$ cat src/rtl/vslc_pkg.sv
// rtl/vslc_pkg.sv - shared types and constants for the VSLC scan sequencer
package vslc_pkg;

    localparam int OPCODE_W = 8;
    localparam logic [OPCODE_W-1:0] END_OP_DEFAULT = 8'hFF;

    typedef enum logic [2:0] {
        IDLE,
        LATCH,
        FETCH,
        ISSUE,
        COMMIT,
        WAIT
    } scan_state_e;

endpackage

$ cat src/rtl/vslc_scan_timer.sv
// rtl/vslc_scan_timer.sv - saturating cycles-since-LATCH counter and scan-period compare
module vslc_scan_timer #(
    parameter int PERIOD_W = 16
) (
    input  logic                clk,
    input  logic                rst,
    input  logic                restart,
    input  logic                count_en,
    input  logic [PERIOD_W-1:0] scan_period,
    output logic                done
);

    logic [PERIOD_W-1:0] cnt_q, cnt_d;
    logic [PERIOD_W:0]   cnt_inc;

    always_comb begin
        cnt_d = cnt_q;
        if (restart) begin
            cnt_d = '0;
        end else if (count_en && (cnt_q != '1)) begin
            cnt_d = cnt_q + PERIOD_W'(1);
        end
    end

    always_ff @(posedge clk) begin
        if (rst) begin
            cnt_q <= '0;
        end else begin
            cnt_q <= cnt_d;
        end
    end

    // One extra bit so the +1 never wraps when the counter has saturated.
    assign cnt_inc = {1'b0, cnt_q} + (PERIOD_W + 1)'(1);
    assign done    = (cnt_inc >= {1'b0, scan_period});

endmodule

$ cat src/rtl/vslc_scan_sequencer.sv
// rtl/vslc_scan_sequencer.sv - scan-cycle controller: latch, clear, fetch/issue to END, commit, wait
module vslc_scan_sequencer
    import vslc_pkg::*;
#(
    parameter int                  ADDR_W    = 8,
    parameter int                  IO_W      = 8,
    parameter int                  PERIOD_W  = 16,
    parameter int                  MAX_INSTR = 255,
    parameter logic [OPCODE_W-1:0] END_OP    = END_OP_DEFAULT
) (
    input  logic                clk,
    input  logic                rst,
    input  logic                run,
    input  logic [PERIOD_W-1:0] scan_period,
    input  logic [IO_W-1:0]     in_pins,
    output logic [IO_W-1:0]     in_image,
    output logic                fetch_req,
    output logic [ADDR_W-1:0]   fetch_addr,
    input  logic                fetch_ack,
    input  logic [OPCODE_W-1:0] fetch_data,
    output logic                ex_valid,
    output logic [OPCODE_W-1:0] ex_instr,
    input  logic                ex_ready,
    output logic                ex_clear,
    input  logic [IO_W-1:0]     ex_out_image,
    output logic [IO_W-1:0]     out_pins,
    output logic                busy,
    output logic                fault,
    output logic [15:0]         scan_count
);

    localparam int ICNT_W = $clog2(MAX_INSTR + 1);

    scan_state_e         state_q, state_d;
    logic [ADDR_W-1:0]   fetch_addr_q, fetch_addr_d;
    logic [IO_W-1:0]     in_image_q, in_image_d;
    logic [IO_W-1:0]     out_pins_q, out_pins_d;
    logic [OPCODE_W-1:0] ex_instr_q, ex_instr_d;
    logic [ICNT_W-1:0]   icnt_q, icnt_d;
    logic [15:0]         scan_count_q, scan_count_d;
    logic                fault_q, fault_d;
    logic                fetch_req_q, fetch_req_d;
    logic                ex_valid_q, ex_valid_d;
    logic                ex_clear_q, ex_clear_d;
    logic                busy_q, busy_d;
    logic                timer_done;

    vslc_scan_timer #(
        .PERIOD_W (PERIOD_W)
    ) u_timer (
        .clk         (clk),
        .rst         (rst),
        .restart     (state_d == LATCH),
        .count_en    (state_q != IDLE),
        .scan_period (scan_period),
        .done        (timer_done)
    );

    always_comb begin
        state_d      = state_q;
        fetch_addr_d = fetch_addr_q;
        in_image_d   = in_image_q;
        out_pins_d   = out_pins_q;
        ex_instr_d   = ex_instr_q;
        icnt_d       = icnt_q;
        scan_count_d = scan_count_q;
        fault_d      = fault_q;

        case (state_q)
            IDLE: begin
                if (run && !fault_q) state_d = LATCH;
            end
            LATCH: begin
                in_image_d   = in_pins;
                fetch_addr_d = '0;
                icnt_d       = '0;
                state_d      = FETCH;
            end
            FETCH: begin
                if (fetch_ack) begin
                    if (fetch_data == END_OP) begin
                        state_d = COMMIT;
                    end else begin
                        ex_instr_d = fetch_data;
                        state_d    = ISSUE;
                    end
                end
            end
            ISSUE: begin
                if (ex_ready) begin
                    fetch_addr_d = fetch_addr_q + ADDR_W'(1);
                    icnt_d       = icnt_q + ICNT_W'(1);
                    if (icnt_d == ICNT_W'(MAX_INSTR)) begin
                        fault_d = 1'b1;
                        state_d = IDLE;
                    end else begin
                        state_d = FETCH;
                    end
                end
            end
            COMMIT: begin
                out_pins_d   = ex_out_image;
                scan_count_d = scan_count_q + 16'd1;
                state_d      = WAIT;
            end
            WAIT: begin
                if (timer_done) state_d = (run && !fault_q) ? LATCH : IDLE;
            end
            default: state_d = IDLE;
        endcase

        // Strobes are registered decodes of the next state so they line up with state_q.
        fetch_req_d = (state_d == FETCH);
        ex_valid_d  = (state_d == ISSUE);
        ex_clear_d  = (state_d == LATCH);
        busy_d      = (state_d != IDLE);
    end

    always_ff @(posedge clk) begin
        if (rst) begin
            state_q      <= IDLE;
            fetch_addr_q <= '0;
            in_image_q   <= '0;
            out_pins_q   <= '0;
            ex_instr_q   <= '0;
            icnt_q       <= '0;
            scan_count_q <= '0;
            fault_q      <= 1'b0;
            fetch_req_q  <= 1'b0;
            ex_valid_q   <= 1'b0;
            ex_clear_q   <= 1'b0;
            busy_q       <= 1'b0;
        end else begin
            state_q      <= state_d;
            fetch_addr_q <= fetch_addr_d;
            in_image_q   <= in_image_d;
            out_pins_q   <= out_pins_d;
            ex_instr_q   <= ex_instr_d;
            icnt_q       <= icnt_d;
            scan_count_q <= scan_count_d;
            fault_q      <= fault_d;
            fetch_req_q  <= fetch_req_d;
            ex_valid_q   <= ex_valid_d;
            ex_clear_q   <= ex_clear_d;
            busy_q       <= busy_d;
        end
    end

    assign in_image   = in_image_q;
    assign fetch_req  = fetch_req_q;
    assign fetch_addr = fetch_addr_q;
    assign ex_valid   = ex_valid_q;
    assign ex_instr   = ex_instr_q;
    assign ex_clear   = ex_clear_q;
    assign out_pins   = out_pins_q;
    assign busy       = busy_q;
    assign fault      = fault_q;
    assign scan_count = scan_count_q;

endmodule

$ cat config.mk
export PLATFORM = sky130hd
export DESIGN_NAME = vslc_scan_sequencer
export DESIGN_NICKNAME = d
export VERILOG_FILES = /design/src/rtl/vslc_pkg.sv /design/src/rtl/vslc_scan_timer.sv /design/src/rtl/vslc_scan_sequencer.sv
export SDC_FILE = /design/constraint.sdc
export NUM_CORES = 1
export LEC_CHECK = 0
export ABC_AREA = 1
export BUFFER_PORTS_ARGS = -buffer_cell sky130_fd_sc_hd__buf_2
export CAP_MARGIN = 25
export CORE_ASPECT_RATIO = 1.4
export CORE_MARGIN = 2
export CORE_UTILIZATION = 45
export CTS_CLUSTER_SIZE = 10
export DETAILED_ROUTE_END_ITERATION = 10
export PLACE_DENSITY_LB_ADDON = 0.1
export SYNTH_ARGS = -nofsm -noshare
export SYNTH_HDL_FRONTEND = slang
export SYNTH_SLANG_ARGS = --single-unit
$ cat constraint.sdc
create_clock -name clk -period 5.8 [get_ports clk]
set_input_delay 0.29 -clock clk [delete_from_list [all_inputs] [get_ports clk]]
set_output_delay 0.29 -clock clk [all_outputs]
set_load 0.03 [all_outputs]
* Yosys cells after proc, flatten, opt, wreduce, memory -nomap -nowiden
Index checks and enable logic that the tools add are counted. Widths: inputs -> output; s select.
Word-level totals: register bits after elaboration 80, bits of input ports 45, logic and storage cells 55
Operators by class: add/sub/neg operators 5, order comparisons 1, equality and inequality tests 12, muxes and demuxes 12, bitwise gates (word level) 1, reductions and logical operators 11
Operator list (count):
- $add 16x1->16 const B | 2
- $pmux 8 s2 | 2
- $pmux 3 s6 | 1
- $add 16x1->17 const B | 1
- $ge 17x16->1 | 1
- $add 8x1->8 const B | 2
- $eq 8x8->1 const B | 2
- $mux 8 | 2
- $ne 16x16->1 const B | 1
- $mux 3 | 5
- $eq 3x2->1 const B | 4
- $eq 3x1->1 const B | 2
- $eq 3x3->1 const B | 2
- $reduce_and 3->1 | 2
- $reduce_bool 3->1 | 2
- $logic_not 3->1 | 1
- $logic_and 1x1->1 | 2
- $mux 2 | 1
- $ne 2x2->1 const B | 1
- $reduce_and 2->1 | 1
- $reduce_bool 2->1 | 1
- $reduce_or 2->1 | 1
- $logic_not 1->1 | 1
- $mux 1 | 1
- $not 1->1 | 1

* Depth between registers and ports, before layout
Gate-level depths: netlist of the first run.
depth in word-level cells 7, mapped depth 22

* By module
From an unflattened synthesis of the first run, not the netlist that was laid out.
Unflattened totals: cell total of the unflattened synthesis 644, area, all modules 4418.0 µm²
Modules (own cells, without submodules):
- vslc_scan_sequencer | instances 1, cells an instance 406, area each 2891.5 µm², seq. area each 1281.2 µm²
- vslc_scan_timer | instances 1, cells an instance 238, area each 1526.5 µm², seq. area each 320.3 µm²

* Worst setup path after synthesis of the first run
Ideal clock, no wire load.
kind reg-to-reg, start register u_timer.cnt_q[0], end register u_timer.cnt_q[10], setup time 0.109 ns, data arrival time 2.517 ns, data required time 5.691 ns, setup slack 3.174 ns, cell stages (with the launch flop) 21, buffers on the path 1, clock period less this slack 2.626 ns, cells stage by stage dfxtp_1 > nand2_1 > nor2_1 > nand2_1 > nor3_2 > nand3b_1 > or2_0 > and2_1 > ha_1 > nand4_1 > nor2_1 > nand2_1 > nand2_1 > nand2_1 > nand3_2 > nand2_1 > nand2_4 > nand3_4 > buf_6 > nand2_1 > inv_1
On the way: cells in the longest elaborated chain, start to end 6, elaborated cells on any way between the ends 9, those cells by class 2 x add/sub; 1 x order compare; 2 x eq/ne; 2 x mux; 2 x reduce/logical
RTL lines:
- start: declaration | RTL line vslc_scan_timer.sv:13 | logic [PERIOD_W-1:0] cnt_q, cnt_d;
- start signal: assignment | RTL line vslc_scan_timer.sv:29 | cnt_q <= cnt_d;
- $add 16x1->17 | RTL line vslc_scan_timer.sv:34 | assign cnt_inc = {1'b0, cnt_q} + (PERIOD_W + 1)'(1);
- named net u_timer.cnt_inc[13] | RTL line vslc_scan_timer.sv:14 | logic [PERIOD_W:0] cnt_inc;
- $ge 17x16->1 | RTL line vslc_scan_timer.sv:35 | assign done = (cnt_inc >= {1'b0, scan_period});
- $mux 3 | RTL line vslc_scan_sequencer.sv:107 | if (timer_done) state_d = (run && !fault_q) ? LATCH : IDLE;
- $pmux 3 s6 | RTL line vslc_scan_sequencer.sv:69 | case (state_q)
- $eq 3x1->1 | RTL line vslc_scan_sequencer.sv:53 | .restart (state_d == LATCH),
- $reduce_or 2->1 (no line)
The timed path passes the listed nets, and every way through them passes these cells. A chain may end at the register's enable or synchronous reset.

* Worst setup path in the final report of the first run
start register u_timer.cnt_q[0], end register u_timer.cnt_q[8]
Same word-level chain as after synthesis.

==> results.yml, run 1 <==
timing:
  slew_headroom: 0.324
  tns_ns: 0
  fin_crit_ns: 3.03
  fmax_mhz: 330
  slew_viol_final: 0
  fin_crit_sh: 0.523
  rsz0062_at_grt: "no"
  finalSetupViolCount: 0
  worst_pin_slew_ns: 1.01
  holdWs_ns: 0.180
  finalHoldViolCount: 0
  clock_skew_ns: 0.00417
cts:
  cts_root_buf: "clkbuf_16"
  cts_made_buffers: 9
  clock_latency_ns: 0.33
  hold_buffers: 0
  tritoncts: "done"
  htreeDepth: 3
  cts_sinks: 80
  cts_buffer_depth: 2
  clk_pin_slew_ns: 0.06
  cts_setup_buffers: 0
  cts_resized: 0
grt:
  antenna_found_initial: 0
  grt_max_degree: 35
  grt-ovfl-total: 0
  grt_pass1_vias: 3784
  track_usage: 0.200
  grt_pass1_wl_mm: 16.5
synthesis:
  yosysWarnings: 0
  synth_edf_count: 0
  async_reset_ff_frac: 0
  synthCells: 605
  netlist.area_leader.share: 0.378
  yosysMostFrequentCell: "nand2_1"
  synth_cell_types: 39
  synth_area_per_cell_um2: 7.00
  synth_commonest_cells: "125 x nand2_1, 97 x inv_1, 80 x dfxtp_1, 76 x nor2_1, 42 x o21ai_0"
  seq_area_frac_synth: 0.378
  synth_top_area_cell: "dfxtp_1"
  yosys-top-cells-area: "dfxtp_1 38%, nand2_1 11%, inv_1 8.6%"
  ys_ff_latch: 80
  synth.net_count: 671
  synth-main-ff-cell: "dfxtp_1"
  synth_area_um2: 4240
critical_path:
  r2r-end: "u_timer.cnt_q[8]$_SDFFE_PP0P_"
  cpMostUsedCell: "nand2_1"
  critPathRequiredTime_ns: 6.03
  crit_chain: "nand2_1 -> nor2_1 -> nand2_1 -> nor3_2 -> nand3b_1 -> or2_0 -> and2_1 -> ha_1 -> nand4_1 -> nor2_1 -> nand2_1 -> nand2_1 -> nand2_1 -> nand3_2 -> nand2_1 -> nand2_4 -> nand3_4 -> nand2_1 -> inv_1"
  worstPathArrival_ns: 3.27
  path_class: "register to register"
  path_delay_family: "simple AND/OR/NAND/NOR gates"
  cp-end-kind: "register"
  cpPeakStageDelay_ns: 0.39
  ff2ff_setup_slack_ns: 2.77
  worstRegToRegCells: 19
  worst_setup_path_start_kind: "register"
  path_buf_inv: 1
  regToRegStartpoint: "u_timer.cnt_q[0]$_SDFFE_PP0P_"
  critPathSlowestCell: "dfxtp_1"
  path_max_fanout: 16
detailed_routing:
  drt_drc_violations_left: 0
  drt-vias-per-instance: 4.86
  firstDrtPassIters: 4
  vias: 3957
  routedWlPerCell_um: 11.8
  drtIter0Drc: 167
  postRouteAntennaNets: 0
  routed_wl_mm: 9.62
hold_path:
  min_path_type: "primary input to register"
  holdPathStages: 3
  worstHoldEndpoint: "in_image[6]$_SDFFE_PP0P_"
  min_from: "in_pins[6]"
final_layout:
  syn_to_final_growth_pct: 20.5
  fin_nets: 768
  drive_gt1_frac: 0.205
  num_antenna_cells: 0
floorplanning:
  ioPinCount: 98
  initial_core_util: 0.466
  coreArea_um2: 9080
  rows: 41
  fp.dieH_um: 119
  dieArea_um2: 10200
  die_x_um: 86.0
flow_run:
  max_cap_violations: 0
pwr:
  p_leak_nw: 2.64
  total_power_w: 0.00136
  ir_worst_vdd_mv: 0.196
  power-per-cell-area_nw_per_um2: 267
placed_design:
  hpwl_mm: 7.29
  place_congestion: 0.805
  portBuffers: 97
status:
  status: "finished clean"
## sequential cells by signal, indices dropped and copies added (netlist names), 3 cells and up
name / flops
in_image: 8
out_pins: 8
scan_count: 16
ex_instr: 8
fetch_addr: 8
state_q: 3
u_timer.cnt_q: 16
icnt_q: 8
## power breakdown
part,internal [W],switching [W]
Combinational,0.0000568,0.000125
Sequential,0.000570,0.0000128
Clock,0.000375,0.000223
## worst reg2reg max path: cells and delay by family (launching register included)
family,cells,cell delay (ns)
fa+ha+maj,1,0.28
buf+inv,1,0.04
simple gates,17,2.23
flops,1,0.39
## per-layer routing
layer  share of wire  GRT usage  up-vias
met5               0          0        -
met4           0.017     0.0774        0
met3           0.038     0.0426       13
met2            0.52      0.358       76
met1            0.43      0.226     1775
li1                -          -     2093
## layout by cell type (no fill, tap or decap), drive strengths merged
| master | n |
|---|---|
| nand3b | 1 |
| and3 | 2 |
| clkinv | 5 |
| nor2 | 88 |
| nand3 | 33 |
| and2 | 1 |
| a21o | 1 |
| a21oi | 35 |
| xnor2 | 1 |
| nand2 | 131 |
| o21a | 7 |
| dfxtp | 80 |
| or2 | 4 |
| inv | 99 |
| bufinv | 2 |
| clkbuf | 10 |
| ha | 21 |
| o21ai | 45 |
| nand4 | 6 |
| xor2 | 15 |
| buf | 99 |
| nor3 | 13 |
| o21bai | 2 |
| a211oi | 1 |
| nor3b | 5 |
## stage by stage
stage          instance area [um^2]  worst slack (ns)   util  std cells
2_1_floorplan                  4240              3.17      -        605
3_3_place_gp                   4790              2.93  0.528        798
3_5_place_dp                   4790              2.81  0.528        798
4_1_cts                        5100              2.79  0.562        814
5_1_grt                        5100              2.36  0.562        814
6_report                       5100              2.77  0.562        814
## worst max-delay path by stage
| stage | startpoint | cells past startpoint | slack, ns | endpoint |
|---|---|---|---|---|
| floorplan | u_timer.cnt_q[0]$_SDFFE_PP0P_ | 20 | 3.17 | u_timer.cnt_q[10]$_SDFFE_PP0P_ |
| global placement | u_timer.cnt_q[0]$_SDFFE_PP0P_ | 19 | 2.93 | u_timer.cnt_q[1]$_SDFFE_PP0P_ |
| detailed placement | u_timer.cnt_q[0]$_SDFFE_PP0P_ | 19 | 2.81 | u_timer.cnt_q[9]$_SDFFE_PP0P_ |
| CTS | u_timer.cnt_q[0]$_SDFFE_PP0P_ | 19 | 2.79 | u_timer.cnt_q[0]$_SDFFE_PP0P_ |
| global route | u_timer.cnt_q[2]$_SDFFE_PP0P_ | 19 | 2.36 | u_timer.cnt_q[4]$_SDFFE_PP0P_ |
| finish | u_timer.cnt_q[0]$_SDFFE_PP0P_ | 19 | 2.77 | u_timer.cnt_q[8]$_SDFFE_PP0P_ |
## cell families after synthesis
group / share of synthesized area
AOI/OAI and AO/OA: 0.115
DFF: 0.378
buffers and inverters: 0.107
xor gates and xnor gates: 0.0331
adders and majority gates: 0.0620
and+or+nand+nor: 0.305
## final cells by class
type	count	area, um^2
Clock buffer	10	229
Clock inverter	6	83.8
Fill cell	918	3980
Inverter	100	375
Multi-Input combinational cell	412	2180
Sequential cell	80	1600
Tap cell	107	134
Timing Repair Buffer	99	500
(Power assumes the default switching activity.)
==> run 2: changes to the inputs <==
==> constraint.sdc (replaced) <==
create_clock -name clk -period 3 [get_ports clk]
set_input_delay 0.15 -clock clk [delete_from_list [all_inputs] [get_ports clk]]
set_output_delay 0.15 -clock clk [all_outputs]
set_load 0.03 [all_outputs]
==> results.yml, run 2 (synthesis results as in run 1) <==
grt:
  grt_pass1_vias: 3692
  track_usage: 0.201
  grt_max_degree: 34
  grt-ovfl-total: 0
  grt_pass1_wl_mm: 16.4
  antenna_found_initial: 0
pwr:
  p_comb_frac: 0.134
  seqPwrFrac: 0.404
  netSwitchingPower_w: 0.000727
  swShare: 0.259
  p_int_w: 0.00208
  ir_worst_vdd_mv: 0.337
  p_clk_frac: 0.462
  power-per-cell-area_nw_per_um2: 530
  p_leak_nw: 2.71
detailed_routing:
  vias: 4040
  drt-vias-per-instance: 4.93
  wl_met2_mm: 5.42
  firstDrtPassIters: 4
  postRouteAntennaNets: 0
  route.met3.wl_um: 329
  drtIter0Drc: 142
  routedWlPerCell_um: 12.5
  drt_drc_violations_left: 0
  dr.max_layer_used: "met4"
  routed_wl_mm: 10.2
  wl_met1_mm: 4.18
final_layout:
  num_antenna_cells: 0
  area.sequential_um2: 1610
  multi_input_area_um2: 2290
  fillCellCount: 890
  fin_nets: 773
  drive_gt1_frac: 0.253
  post-route-util: 0.583
  final_cell_mix: "113 x nand2_1, 97 x buf_2, 92 x inv_1, 77 x dfxtp_1, 74 x nor2_1"
  syn_to_final_growth_pct: 25.0
  stdcell_area_um2: 5300
  final_common_cell: "nand2_1"
timing:
  worst_pin_slew_ns: 1.01
  fin_crit_sh: 0.969
  slew_viol_final: 0
  rsz0062_at_grt: "yes"
  fmax_mhz: 344
  finalHoldViolCount: 0
  fin_crit_ns: 2.91
  tns_ns: 0
  finalSetupViolCount: 0
  clock_skew_ns: 0.00376
  slew_headroom: 0.325
  holdWs_ns: 0.0321
critical_path:
  cp-end-kind: "register"
  critPathRequiredTime_ns: 3.24
  regToRegStartpoint: "u_timer.cnt_q[0]$_SDFFE_PP0P_"
  ff2ff_setup_slack_ns: 0.09
  path_class: "register to register"
  path_delay_family: "simple AND/OR/NAND/NOR gates"
  worstRegToRegCells: 19
  worstPathArrival_ns: 3.15
  cpPeakStageDelay_ns: 0.38
  startpoint: "u_timer.cnt_q[0]$_SDFFE_PP0P_"
  critPathSlowestCell: "dfxtp_4"
  path_max_fanout: 8
  worst_setup_path_start_kind: "register"
  crit_chain: "nand2_4 -> nor2_4 -> nand2_2 -> nor3_4 -> nand3b_1 -> or2_1 -> and2_4 -> ha_4 -> nand4_1 -> nor2_2 -> nand2_1 -> nand2_1 -> nand2_1 -> nand3_2 -> nand2_2 -> nand2_4 -> nand3_4 -> nand2_2 -> inv_1"
  path_depth: 19
  endpoint: "u_timer.cnt_q[7]$_SDFFE_PP0P_"
  r2r-end: "u_timer.cnt_q[7]$_SDFFE_PP0P_"
  path_buf_inv: 1
hold_path:
  min_path_type: "primary input to register"
cts:
  cts_buffer_depth: 2
  hold_buffers: 0
  tritoncts: "done"
  cts_root_buf: "clkbuf_16"
  cts_sinks: 80
  cts_made_buffers: 9
  htreeDepth: 3
  clock_latency_ns: 0.34
  clk_pin_slew_ns: 0.06
status:
  status: "finished clean"
placed_design:
  portBuffers: 97
  place_congestion: 0.842
  place_area_um2: 4800
  hpwl_mm: 7.51
floorplanning:
  ioPinCount: 98
  fp.dieH_um: 119
  initial_core_util: 0.466
  die_x_um: 86.0
  dieArea_um2: 10200
  rows: 41
  coreArea_um2: 9080
flow_run:
  max_cap_violations: 0
## run 2: cell types whose count changed in the layout (fill, tap and decap cells not counted), moves of 3 or more
| cell | previous run | this run |
|---|---|---|
| inv_2 | 2 | 7 |
| nand3_1 | 30 | 27 |
| inv_1 | 97 | 92 |
| nand2_1 | 125 | 113 |
| nand3_2 | 2 | 5 |
| buf_4 | 2 | 6 |
| dfxtp_1 | 80 | 77 |
| nand2_2 | 4 | 15 |
## run 2: how the worst min path moves through the flow
stage / from / slack [ns] / end / depth (start not counted)
after floorplan: in_pins[0] / 0.28 / in_image[0]$_SDFFE_PP0P_ / 2
after global placement: in_pins[6] / 0.37 / in_image[6]$_SDFFE_PP0P_ / 3
after detailed placement: in_pins[7] / 0.38 / in_image[7]$_SDFFE_PP0P_ / 3
after CTS: in_pins[6] / 0.02 / in_image[6]$_SDFFE_PP0P_ / 3
after global routing: in_pins[7] / 0.03 / in_image[7]$_SDFFE_PP0P_ / 3
final: in_pins[1] / 0.03 / in_image[1]$_SDFFE_PP0P_ / 3
## run 2: timing repair
| action | 4_1_cts | 5_1_grt |
|---|---|---|
| endpoints found under the setup margin | 0 | 17 |
| resized for setup | 0 | 36 |
| setup buffers | 0 | 3 |
## run 2: power by group through the flow
| stage | Combinational [W] | Clock, W | Sequential [W] |
|---|---|---|---|
| 2_1_floorplan | 0.000195 | 0 | 0.00121 |
| 3_3_place_gp | 0.000354 | 0 | 0.00115 |
| 3_5_place_dp | 0.000359 | 0 | 0.00115 |
| 4_1_cts | 0.000360 | 0.00132 | 0.00113 |
| 5_1_grt | 0.000416 | 0.00137 | 0.00114 |
| 6_report | 0.000376 | 0.00130 | 0.00113 |
## run 2: cell type report
type,instances,share of cell area
inverter,100,0.0709
sequential,80,0.304
clock inverter,5,0.0194
multi-input combinational,413,0.433
timing repair buffer,103,0.100
clock buffer,11,0.0477
tap,107,0.0253
## run 2: layer usage
layer	GRT usage	vias up
li1	-	2111
met1	0.226	1837
met2	0.356	73
met3	0.0328	19
met4	0.101	0
met5	0	-
## run 2: through the flow
stage | total power [W] | std cells | setup WS [ns]
2_1_floorplan | 0.00140 | 605 | 0.374
4_1_cts | 0.00281 | 815 | 0.00651
5_1_grt | 0.00292 | 819 | -0.112
3_3_place_gp | 0.00150 | 799 | 0.171
3_5_place_dp | 0.00151 | 799 | 0.0425
6_report | 0.00281 | 819 | 0.0925
## run 2: worst reg2reg max path, cell delays in order, from the launching register on
cell and delay [ns]:
dfxtp_4 0.38, nand2_4 0.07, nor2_4 0.10, nand2_2 0.08, nor3_4 0.21, nand3b_1 0.15
or2_1 0.28, and2_4 0.17, ha_4 0.26, nand4_1 0.13, nor2_2 0.17, nand2_1 0.06
nand2_1 0.05, nand2_1 0.06, nand3_2 0.10, nand2_2 0.09, nand2_4 0.11, nand3_4 0.18
nand2_2 0.12, inv_1 0.04
==> run 3: changes to the inputs <==
--- a/config.mk
+++ b/config.mk
@@ -9,7 +9,7 @@
 export BUFFER_PORTS_ARGS = -buffer_cell sky130_fd_sc_hd__buf_2
 export CAP_MARGIN = 25
 export CORE_ASPECT_RATIO = 1.4
-export CORE_MARGIN = 2
+export CORE_MARGIN = 10
 export CORE_UTILIZATION = 45
 export CTS_CLUSTER_SIZE = 10
 export DETAILED_ROUTE_END_ITERATION = 10
==> results.yml, run 3 (synthesis results as in run 1) <==
status:
  status: "finished clean"
cts:
  cts_buffer_depth: 2
  clk_pin_slew_ns: 0.06
  cts_root_buf: "clkbuf_16"
  tritoncts: "done"
  cts_sinks: 80
  hold_buffers: 0
  clock_latency_ns: 0.34
  htreeDepth: 3
  cts_made_buffers: 9
final_layout:
  num_antenna_cells: 0
  fin_nets: 777
  syn_to_final_growth_pct: 25.1
  stdcell_count: 823
  final_cell_mix: "114 x nand2_1, 97 x buf_2, 96 x inv_1, 76 x dfxtp_1, 75 x nor2_1"
  fillCellCount: 876
  drive_gt1_frac: 0.247
  final_common_cell: "nand2_1"
floorplanning:
  ioPinCount: 98
  rows: 41
  die_x_um: 102
  dieArea_um2: 13700
  fp.dieH_um: 135
  initial_core_util: 0.466
  coreArea_um2: 9080
detailed_routing:
  drt_drc_violations_left: 0
  vias: 4027
  drtIter0Drc: 141
  routedWlPerCell_um: 13.3
  firstDrtPassIters: 4
  routed_wl_mm: 10.9
  drt-vias-per-instance: 4.89
  postRouteAntennaNets: 0
critical_path:
  critPathSlowestCell: "dfxtp_4"
  worstPathArrival_ns: 3.04
  cpPeakStageDelay_ns: 0.38
  path_max_fanout: 8
  critPathRequiredTime_ns: 3.24
  worst_setup_path_start_kind: "register"
  crit_chain: "nand2_4 -> nor2_2 -> nand2_1 -> nor3_2 -> buf_4 -> buf_4 -> inv_1 -> nor2_1 -> xor2_1 -> ha_1 -> inv_1 -> o21ai_0 -> a21oi_1 -> nand3_2 -> nand3_2 -> nand3_4 -> nand2_2 -> inv_2"
  path_class: "register to register"
  worstRegToRegCells: 18
  cp-end-kind: "register"
timing:
  fmax_mhz: 357
  fin_crit_sh: 0.934
  slew_viol_final: 0
  slew_headroom: 0.574
  finalHoldViolCount: 0
  finalSetupViolCount: 0
  worst_pin_slew_ns: 0.638
  layout_setup_ws_ns: 0.198
  clock_skew_ns: 0.00294
  fin_crit_ns: 2.80
pwr:
  swShare: 0.260
  p_leak_nw: 2.73
  seqPwrFrac: 0.407
  power-per-cell-area_nw_per_um2: 526
  netSwitchingPower_w: 0.000725
  p_clk_frac: 0.457
  ir_worst_vdd_mv: 0.323
  p_comb_frac: 0.137
  p_int_w: 0.00206
placed_design:
  post-place-ws_ns: 0.116
  dp.cells: 800
  portBuffers: 97
  place_congestion: 0.880
  hpwl_mm: 8.21
flow_run:
  max_cap_violations: 0
grt:
  grt_pass1_vias: 4008
  grt_pass1_wl_mm: 17.8
  grt-ovfl-total: 0
  track_usage: 0.160
  antenna_found_initial: 0
  grt_max_degree: 24
hold_path:
  min_path_type: "primary input to register"
  holdPathStages: 3
## run 3: path summary, 6_finish.rpt
kind | start | to | slack, ns
max | u_timer.cnt_q[0]$_SDFFE_PP0P_ | u_timer.cnt_q[9]$_SDFFE_PP0P_ | 0.20
min reg2reg | scan_count[12]$_SDFFE_PP0N_ | scan_count[12]$_SDFFE_PP0N_ | 0.46
max reg2reg | u_timer.cnt_q[0]$_SDFFE_PP0P_ | u_timer.cnt_q[9]$_SDFFE_PP0P_ | 0.20
min | in_pins[6] | in_image[6]$_SDFFE_PP0P_ | 0.03
## run 3: per-layer routing
layer | vias to the layer above | wire length, um | track usage
met5 | - | 0 | 0
met4 | 0 | 195 | 0.0574
met3 | 20 | 523 | 0.0424
met2 | 74 | 5840 | 0.293
met1 | 1816 | 4350 | 0.168
li1 | 2117 | - | -
## run 3: power by group through the flow
stage	clock (W)	combinational, W	sequential, W
3_3_place_gp	0	0.000363	0.00115
5_1_grt	0.00134	0.000425	0.00114
3_5_place_dp	0	0.000365	0.00115
2_1_floorplan	0	0.000195	0.00121
4_1_cts	0.00130	0.000366	0.00113
6_report	0.00127	0.000381	0.00113
## run 3: per-stage QoR
| stage | util | hold WS, ns | power [W] | TNS [ns] | instance area, um^2 |
|---|---|---|---|---|---|
| floorplan | - | 0.285 | 0.00140 | 0 | 4240 |
| global placement | 0.529 | 0.372 | 0.00151 | 0 | 4810 |
| detailed placement | 0.529 | 0.378 | 0.00152 | 0 | 4810 |
| CTS | 0.568 | 0.0252 | 0.00279 | 0 | 5150 |
| global route | 0.583 | 0.0454 | 0.00290 | -0.0572 | 5300 |
| finish | 0.583 | 0.0305 | 0.00279 | 0 | 5300 |
## run 3: timing repair
| action | in CTS | in global routing |
|---|---|---|
| resized for setup | 0 | 29 |
| setup endpoints to repair | 0 | 16 |
| buffers inserted | 0 | 6 |
## run 3: worst max-delay path, delay by kind of cell, from the launching register on
| family | cells | cell delay [ns] |
|---|---|---|
| adder cells (fa/ha/maj) | 1 | 0.29 |
| XOR/XNOR | 1 | 0.24 |
| AO/OA/AOI/OAI | 2 | 0.25 |
| AND/OR/NAND/NOR | 9 | 1.15 |
| buffers and inverters | 5 | 0.40 |
| flip-flops | 1 | 0.38 |
## run 3: final cells by class
cell class,instances,area [um^2],share of cell area
Clock inverter,5,104,0.0196
Clock buffer,11,243,0.0458
Multi-Input combinational cell,413,2270,0.428
Inverter,100,375,0.0709
Timing Repair Buffer,107,561,0.106
Sequential cell,80,1610,0.304
Tap cell,107,134,0.0253
